### config.mk
export PLATFORM = sky130hd
export DESIGN_NAME = multicycle_ctrl
export DESIGN_NICKNAME = d
export VERILOG_FILES = /design/src/rtl/multicycle_ctrl.sv
export SDC_FILE = /design/constraint.sdc
export NUM_CORES = 1
export LEC_CHECK = 0
export CAP_MARGIN = 40
export CORE_MARGIN = 2
export CORE_UTILIZATION = 51
export CTS_BUF_LIST = sky130_fd_sc_hd__clkbuf_4 sky130_fd_sc_hd__clkbuf_8
export CTS_CLUSTER_DIAMETER = 200
export DETAILED_ROUTE_END_ITERATION = 6
export PLACE_DENSITY = 0.85
export SYNTH_ARGS = -nofsm -noshare
export SYNTH_HDL_FRONTEND = slang
export SYNTH_SLANG_ARGS = --single-unit
### constraint.sdc
create_clock -name i_clk -period 3.2 [get_ports i_clk]
set_clock_uncertainty 0.05 [all_clocks]
set_input_delay 0.64 -clock i_clk [delete_from_list [all_inputs] [get_ports i_clk]]
set_output_delay 0.64 -clock i_clk [all_outputs]
set_load 0.02 [all_outputs]
### src/rtl/multicycle_ctrl.sv
// Multicycle control FSM for an RV32I-subset core sharing one ALU, register file
// and immediate decoder. Sequences FETCH -> DECODE -> EXEC -> (MEM) -> (WB) and
// drives every datapath enable/select. Memory req/ack handshakes are guarded by a
// watchdog that traps on a stuck bus.
//
// Ports:
//   i_clk, i_rst            clock (rising edge), async active-high reset
//   i_instr                 instruction register contents (stable DECODE..FETCH)
//   i_imem_ack, i_dmem_ack  instruction / data memory acknowledge
//   i_br_taken              branch comparator result, used in EXEC
//   o_imem_req, o_ir_we     instruction fetch request, IR load strobe
//   o_dmem_req, o_dmem_we   data memory request / write
//   o_alu_src, o_signext    ALU operand B select, immediate sign-extend control
//   o_rf_we, o_wb_sel       register-file write strobe and writeback source
//   o_pc_we, o_pc_sel       PC write strobe and next-PC source
//   o_instret, o_trap       retire pulse, sticky trap flag
//   o_state                 current state for debug
module multicycle_ctrl #(
  parameter bit          ZEXT_LOGIC_IMM = 1'b0,
  parameter int unsigned MEM_TIMEOUT    = 255,
  parameter int unsigned TMO_W          = 8
) (
  input  logic        i_clk,
  input  logic        i_rst,
  input  logic [31:0] i_instr,
  input  logic        i_imem_ack,
  input  logic        i_dmem_ack,
  input  logic        i_br_taken,
  output logic        o_imem_req,
  output logic        o_ir_we,
  output logic        o_dmem_req,
  output logic        o_dmem_we,
  output logic        o_alu_src,
  output logic        o_signext,
  output logic        o_rf_we,
  output logic [1:0]  o_wb_sel,
  output logic        o_pc_we,
  output logic [1:0]  o_pc_sel,
  output logic        o_instret,
  output logic        o_trap,
  output logic [2:0]  o_state
);

  typedef enum logic [2:0] {
    StFetch  = 3'd0,
    StDecode = 3'd1,
    StExec   = 3'd2,
    StMem    = 3'd3,
    StWb     = 3'd4,
    StTrap   = 3'd5
  } state_e;

  typedef enum logic [2:0] {
    ClsLoad, ClsStore, ClsJal, ClsJalr, ClsBranch, ClsLui, ClsOpImm, ClsOp
  } cls_e;

  localparam logic [6:0] OpcLoad   = 7'b0000011;
  localparam logic [6:0] OpcStore  = 7'b0100011;
  localparam logic [6:0] OpcJal    = 7'b1101111;
  localparam logic [6:0] OpcJalr   = 7'b1100111;
  localparam logic [6:0] OpcBranch = 7'b1100011;
  localparam logic [6:0] OpcLui    = 7'b0110111;
  localparam logic [6:0] OpcOpImm  = 7'b0010011;
  localparam logic [6:0] OpcOp     = 7'b0110011;

  // Count value on the last permitted wait cycle.
  localparam logic [TMO_W-1:0] TmoLast = TMO_W'(MEM_TIMEOUT - 1);

  state_e           state_q;
  cls_e             cls_q;
  logic [TMO_W-1:0] tmo_q;
  logic             imem_req_q, dmem_req_q, dmem_we_q;
  logic             alu_src_q, signext_q, rf_we_q, pc_we_q, trap_q;
  logic [1:0]       wb_sel_q, pc_sel_q;

  logic       dec_legal, dec_alu_src, dec_signext;
  cls_e       dec_cls;
  logic [1:0] dec_wb_sel, dec_pc_sel;
  logic [2:0] funct3;
  logic       tmo_hit;
  logic       sw_done;
  logic       unused_instr;

  assign funct3       = i_instr[14:12];
  assign unused_instr = ^{i_instr[31:15], i_instr[11:7]};
  assign tmo_hit      = (MEM_TIMEOUT != 0) && (tmo_q == TmoLast);

  always_comb begin
    dec_legal  = 1'b1;
    dec_cls    = ClsOp;
    dec_wb_sel = 2'b00;
    dec_pc_sel = 2'b00;
    case (i_instr[6:0])
      OpcLoad:   begin dec_cls = ClsLoad;  dec_wb_sel = 2'b01; end
      OpcStore:  dec_cls = ClsStore;
      OpcJal:    begin dec_cls = ClsJal;   dec_wb_sel = 2'b10; dec_pc_sel = 2'b01; end
      OpcJalr:   begin dec_cls = ClsJalr;  dec_wb_sel = 2'b10; dec_pc_sel = 2'b10; end
      OpcBranch: dec_cls = ClsBranch;
      OpcLui:    begin dec_cls = ClsLui;   dec_wb_sel = 2'b11; end
      OpcOpImm:  dec_cls = ClsOpImm;
      OpcOp:     dec_cls = ClsOp;
      default:   dec_legal = 1'b0;
    endcase
    dec_alu_src = dec_legal && (dec_cls != ClsOp) && (dec_cls != ClsBranch);
    // XORI/ORI/ANDI optionally take a zero-extended immediate.
    dec_signext = !(ZEXT_LOGIC_IMM && dec_legal && (dec_cls == ClsOpImm) &&
                    ((funct3 == 3'b100) || (funct3[2:1] == 2'b11)));
  end

  always_ff @(posedge i_clk or posedge i_rst) begin
    if (i_rst) begin
      state_q    <= StFetch;
      cls_q      <= ClsOp;
      tmo_q      <= '0;
      imem_req_q <= 1'b0;
      dmem_req_q <= 1'b0;
      dmem_we_q  <= 1'b0;
      alu_src_q  <= 1'b0;
      signext_q  <= 1'b1;
      rf_we_q    <= 1'b0;
      pc_we_q    <= 1'b0;
      trap_q     <= 1'b0;
      wb_sel_q   <= 2'b00;
      pc_sel_q   <= 2'b00;
    end else begin
      rf_we_q <= 1'b0;
      pc_we_q <= 1'b0;
      case (state_q)
        StFetch: begin
          if (!imem_req_q) begin
            // Only reached right after reset: start the first fetch request.
            imem_req_q <= 1'b1;
          end else if (i_imem_ack) begin
            imem_req_q <= 1'b0;
            tmo_q      <= '0;
            state_q    <= StDecode;
          end else if (tmo_hit) begin
            imem_req_q <= 1'b0;
            tmo_q      <= '0;
            trap_q     <= 1'b1;
            state_q    <= StTrap;
          end else begin
            tmo_q <= tmo_q + TMO_W'(1);
          end
        end
        StDecode: begin
          cls_q     <= dec_cls;
          alu_src_q <= dec_alu_src;
          signext_q <= dec_signext;
          wb_sel_q  <= dec_wb_sel;
          pc_sel_q  <= dec_pc_sel;
          if (!dec_legal) begin
            trap_q  <= 1'b1;
            state_q <= StTrap;
          end else begin
            // Branches retire in EXEC, so their PC strobe is armed here.
            pc_we_q <= (dec_cls == ClsBranch);
            state_q <= StExec;
          end
        end
        StExec: begin
          if (cls_q == ClsBranch) begin
            imem_req_q <= 1'b1;
            state_q    <= StFetch;
          end else if ((cls_q == ClsLoad) || (cls_q == ClsStore)) begin
            dmem_req_q <= 1'b1;
            dmem_we_q  <= (cls_q == ClsStore);
            state_q    <= StMem;
          end else begin
            rf_we_q <= 1'b1;
            pc_we_q <= 1'b1;
            state_q <= StWb;
          end
        end
        StMem: begin
          if (i_dmem_ack) begin
            dmem_req_q <= 1'b0;
            dmem_we_q  <= 1'b0;
            tmo_q      <= '0;
            if (cls_q == ClsStore) begin
              imem_req_q <= 1'b1;
              state_q    <= StFetch;
            end else begin
              rf_we_q <= 1'b1;
              pc_we_q <= 1'b1;
              state_q <= StWb;
            end
          end else if (tmo_hit) begin
            dmem_req_q <= 1'b0;
            dmem_we_q  <= 1'b0;
            tmo_q      <= '0;
            trap_q     <= 1'b1;
            state_q    <= StTrap;
          end else begin
            tmo_q <= tmo_q + TMO_W'(1);
          end
        end
        StWb: begin
          imem_req_q <= 1'b1;
          state_q    <= StFetch;
        end
        StTrap: state_q <= StTrap;
        default: begin
          trap_q  <= 1'b1;
          state_q <= StTrap;
        end
      endcase
    end
  end

  // Handshake-qualified strobes must coincide with the ack cycle itself.
  assign sw_done    = dmem_req_q & dmem_we_q & i_dmem_ack;
  assign o_ir_we    = imem_req_q & i_imem_ack;
  assign o_pc_we    = pc_we_q | sw_done;
  assign o_instret  = pc_we_q | sw_done;
  assign o_pc_sel   = ((state_q == StExec) && (cls_q == ClsBranch)) ? {1'b0, i_br_taken}
                                                                  : pc_sel_q;
  assign o_imem_req = imem_req_q;
  assign o_dmem_req = dmem_req_q;
  assign o_dmem_we  = dmem_we_q;
  assign o_alu_src  = alu_src_q;
  assign o_signext  = signext_q;
  assign o_rf_we    = rf_we_q;
  assign o_wb_sel   = wb_sel_q;
  assign o_trap     = trap_q;
  assign o_state    = state_q;

endmodule

[Word level (Yosys, flattened, before mapping)]
Index checks and enable logic that the tools add are counted.
Word-level totals
  register bits: 25
  word-level logic and storage cells: 110
  output and inout port bits: 17
  bits of input ports: 37
Operators by class
  reductions and logical operators: 16
  $add $sub $neg: 1
  bitwise operators: 5
  equal/unequal tests: 29
  multiplexer cells: 47
Operator list (count)
  2-to-1 mux 8 bit: 4
  2-to-1 mux 3 bit: 8
  2-to-1 mux 1 bit: 23
  == test 7 x 6 -> 1 bit, second input constant: 3
  == test 7 bit, second input constant: 3
  one-hot mux 3 bit (7 select lines): 1
  inequality test 2 bit, second input constant: 9
  one-hot mux 8 bit (2 select lines): 1
  one-hot mux 3 bit (5 select lines): 1
  == test 3 bit, second input constant: 4
  inequality test 3 bit, second input constant: 3
  adder 8 x 1 -> 8 bit, second input constant: 1
  == test 8 bit, second input constant: 1
  one-hot mux 1 bit (4 select lines): 2
  AND reduction 4 bit: 2
  OR reduction 8 bit: 1
  == test 7 x 2 -> 1 bit, second input constant: 1
  == test 7 x 5 -> 1 bit, second input constant: 1
  == test 3 x 1 -> 1 bit, second input constant: 2
  == test 3 x 2 -> 1 bit, second input constant: 2
  logical NOT 3 bit: 2
  one-hot mux 1 bit (2 select lines): 3
  one-hot mux 2 bit (3 select lines): 1
  AND reduction 5 bit: 1
  other kinds (13): 18

[Depth between registers and ports, before layout]
  depth in word-level cells: 5
  mapped depth: 7
  gate-level depth less buffers: 6

[Least setup slack after synthesis]
No wires, ideal clock.
  path kind: register -> output
  start: reg state_q[2], in the netlist o_state[2]
  end: out o_pc_sel[0]
  slack: 0.979 ns
  arrival time: 1.531 ns
  required time: 2.510 ns
  path buffers: 1
  stages on the path, launching flop included: 5
  path through: dfrtp_1 -> clkbuf_1 -> nand2b_1 -> nor3_1 -> mux2_2
Between the ends
  word-level cells in the longest chain between the ends: 3
Ends and longest elaborated chain
  start, declared: RTL line 69  | state_e state_q;
  start signal, assigned: RTL line 112  | state_q <= StFetch;
  start signal, assigned: RTL line 136  | state_q <= StDecode;
  start signal, assigned: RTL line 141  | state_q <= StTrap;
  == test 3 x 2 -> 1 bit: RTL line 216  | assign o_pc_sel = ((state_q == StExec) && (cls_q == ClsBranch)) ? {1'b0, i_br_taken}
  logical AND 1 bit: RTL line 216
  2-to-1 mux 2 bit: RTL line 216
  end, declared: RTL line 38  | output logic [1:0] o_pc_sel,
Every way passes these cells.

[Worst setup path in the final report]
Ends and elaborated chain as after synthesis.

==> metrics <==
outcome=complete, no violations; # diodes=0; CP Capture Type=primary output; clk slew on worst S/H paths=140 ps; Die Span X=60.6 um; register bit total from synthesis=25; CP max stage cell=dfrtp_1; First DRT Iteration DRCs=110; count of hold buffers inserted by post-cts repair=0; CTS tree=done; number of nets with antenna violations after routing=0; Final min period=3080 ps; drt drc=0; Gate Count Post-Synth=180; die height=60.6 um; total power=531 uW; Critical Path Fanout Max=13; worst skew pair latency=320 ps; CP Buf/Inv Count=1; DR vias=1437; Unique masters post-synth=56; largest net degree at the start of global routing=26; final non-filler cell total=244; WP data required=2510 ps; Die ar.=3680 sq um; number of synthesized flops with an enable pin=0; dominant synthesized flop cell=dfrtp_1; final hold violations=0; yosys warns=0; Critical Path AT=2390 ps; layout cells sized above 1=0.125; Final setup viols=0; relative slew slack=0.618; GP Congestion=0.825; num ports=54; RSZ-0062 raised after global routing=no; grt ovf=0; worst slew pin tran=573 ps; GRT Total Usage=0.218; most frequent cells in the layout=clkdlybuf4s50_1, dfrtp_1, nand2_1; peak supply drop=0.185 mV; core footprint=3050 sq um; Fin Setup TNS=0 ps; Top delay family on crit path=simple AND/OR/NAND/NOR gates; worst r2r src=tmo_q[0]$_DFFE_PP0P_; Port Buffers=27; CTS sink cnt=25; synthesized net count=219; most common cell after layout, fill and taps aside=clkdlybuf4s50_1; synth-to-layout area growth=18.3%; mapped cell area=1640 sq um; total clock buffers created by CTS=3; num rows=20; post-cts sizing count=0; number of iterations in the first detailed-routing pass=4; CP startpoint kind=register; CTS H-tree lvls=1; Setup Buffers After CTS=0; sequential-to-total area share from yosys stat=0.385; crit-path max cell delay=540 ps; Hold Startpoint=tmo_q[7]$_DFFE_PP0P_; placed cells=240; WL final=3600 um; max-slew violation count=0; crit-path cells=nand2b_1, nor3_1, mux2_2, clkdlybuf4s50_1; pwr dens=275 nW/um^2; root buf cell=clkbuf_4; Max Clk Rate=324 MHz; Lkg Pwr=0.786 nW; antenna violations before repair=0; Worst Hold Class=register to register; placed wire-length estimate=2690 um; CP Launch Point=o_state[2]$_DFFE_PP0P_; global-route wire length before repair=6010 um; vias per cell=5.89; async set or reset register ratio after synthesis=1.00; syn avg cell area=9.09 sq um; Final #Nets=240; vias in the first global route=1438; post-DR wirelength/cell=14.8 um; Starting Density=0.536; clk buf depth=2; max-cap violations=0; Tcrit/Tclk final=0.963; critical path type=register to primary output
worst reg2reg max path: cells and delay by family, from the launching register on:
family | cells | cell delay (ps)
buffers and inverters | 1 | 60
adder cells (fa/ha/maj) | 1 | 180
AND/OR/NAND/NOR | 2 | 500
AO/OA/AOI/OAI | 2 | 840
flip-flops | 1 | 440
final cells by class:
| cell class | instances | area, sq um |
|---|---|---|
| multi-input combinational | 133 | 901 |
| sequential | 25 | 629 |
| inverter | 9 | 33.8 |
| clock buffer | 4 | 30.0 |
| timing repair buffer | 29 | 285 |
| tap | 44 | 55.1 |
| fill | 257 | 1120 |
synthesized netlist by cell type, drive strengths merged (3+ instances only):
cell type	count	area, sq um
dfrtp	22	551
clkbuf	7	27.5
or3	4	26.3
buf	6	43.8
or3b	3	28.8
o21ai	13	65.1
nand2b	3	18.8
a2111oi	4	60.1
nand4	3	18.8
nand2	18	67.6
o31ai	4	30.0
a21oi	11	55.1
a22o	3	26.3
mux2i	6	60.1
nor2	13	48.8
nand3	7	35.0
inv	9	33.8
dfstp	3	78.8
flip-flops by register name (all words and copies together) (netlist names):
| signal | count |
|---|---|
| o_state | 3 |
| o_alu_src | 1 |
| o_trap | 1 |
| o_dmem_we | 1 |
| o_imem_req | 1 |
| o_dmem_req | 1 |
| o_wb_sel | 2 |
| pc_sel_q | 2 |
| cls_q | 3 |
| pc_we_q | 1 |
| tmo_q | 8 |
| o_rf_we | 1 |
path summary, 6_finish.rpt:
check / to / cells past startpoint / slack, ps
setup / recovery: o_pc_sel[0] / 4 / 120
hold / removal: tmo_q[7]$_DFFE_PP0P_ / 1 / 440
setup reg to reg: tmo_q[3]$_DFFE_PP0P_ / 6 / 1050
hold reg to reg: tmo_q[7]$_DFFE_PP0P_ / 1 / 440
max in group asynchronous: cls_q[0]$_DFFE_PP1P_ / 3 / 2200
min in group asynchronous: tmo_q[7]$_DFFE_PP0P_ / 3 / 600
stage by stage:
step	setup slack, ps	util	area, sq um	hold slack [ps]
final	117	0.634	1930	440
after floorplan	979	-	1640	393
after detailed placement	474	0.624	1900	428
after global routing	1.50	0.634	1930	459
after global placement	510	0.624	1900	409
after CTS	123	0.634	1930	445
power by group:
part	leakage, nW	internal (mW)	total [mW]	switching [mW]
Sequential	0.286	0.317	0.318	0.000743
Clock	0.0184	0.0573	0.151	0.0933
Combinational	0.481	0.0277	0.0625	0.0348
Total	0.786	0.402	0.531	0.129
layer usage:
layer  GRT usage  routed length, um  vias to the layer above
li1            -                  -                      698
met1       0.244               1440                      700
met2       0.396               1940                       33
met3      0.0384                154                        6
met4       0.106                 65                        0
met5           0                  0                        -
kinds of logic (layout without fill, tap and decap cells):
kind of cell    Yosys count  after routing  share of synthesized area
other cells               1              1                    0.00229
flops                    25             25                      0.385
mux                       8              8                     0.0505
compound gates           54             54                      0.247
buf+inv                  22             42                     0.0643
simple gates             67             67                      0.230
fa+ha+maj                 2              2                     0.0153
xor+xnor                  1              1                    0.00536
No activity file was read; power rests on OpenSTA's default activity.
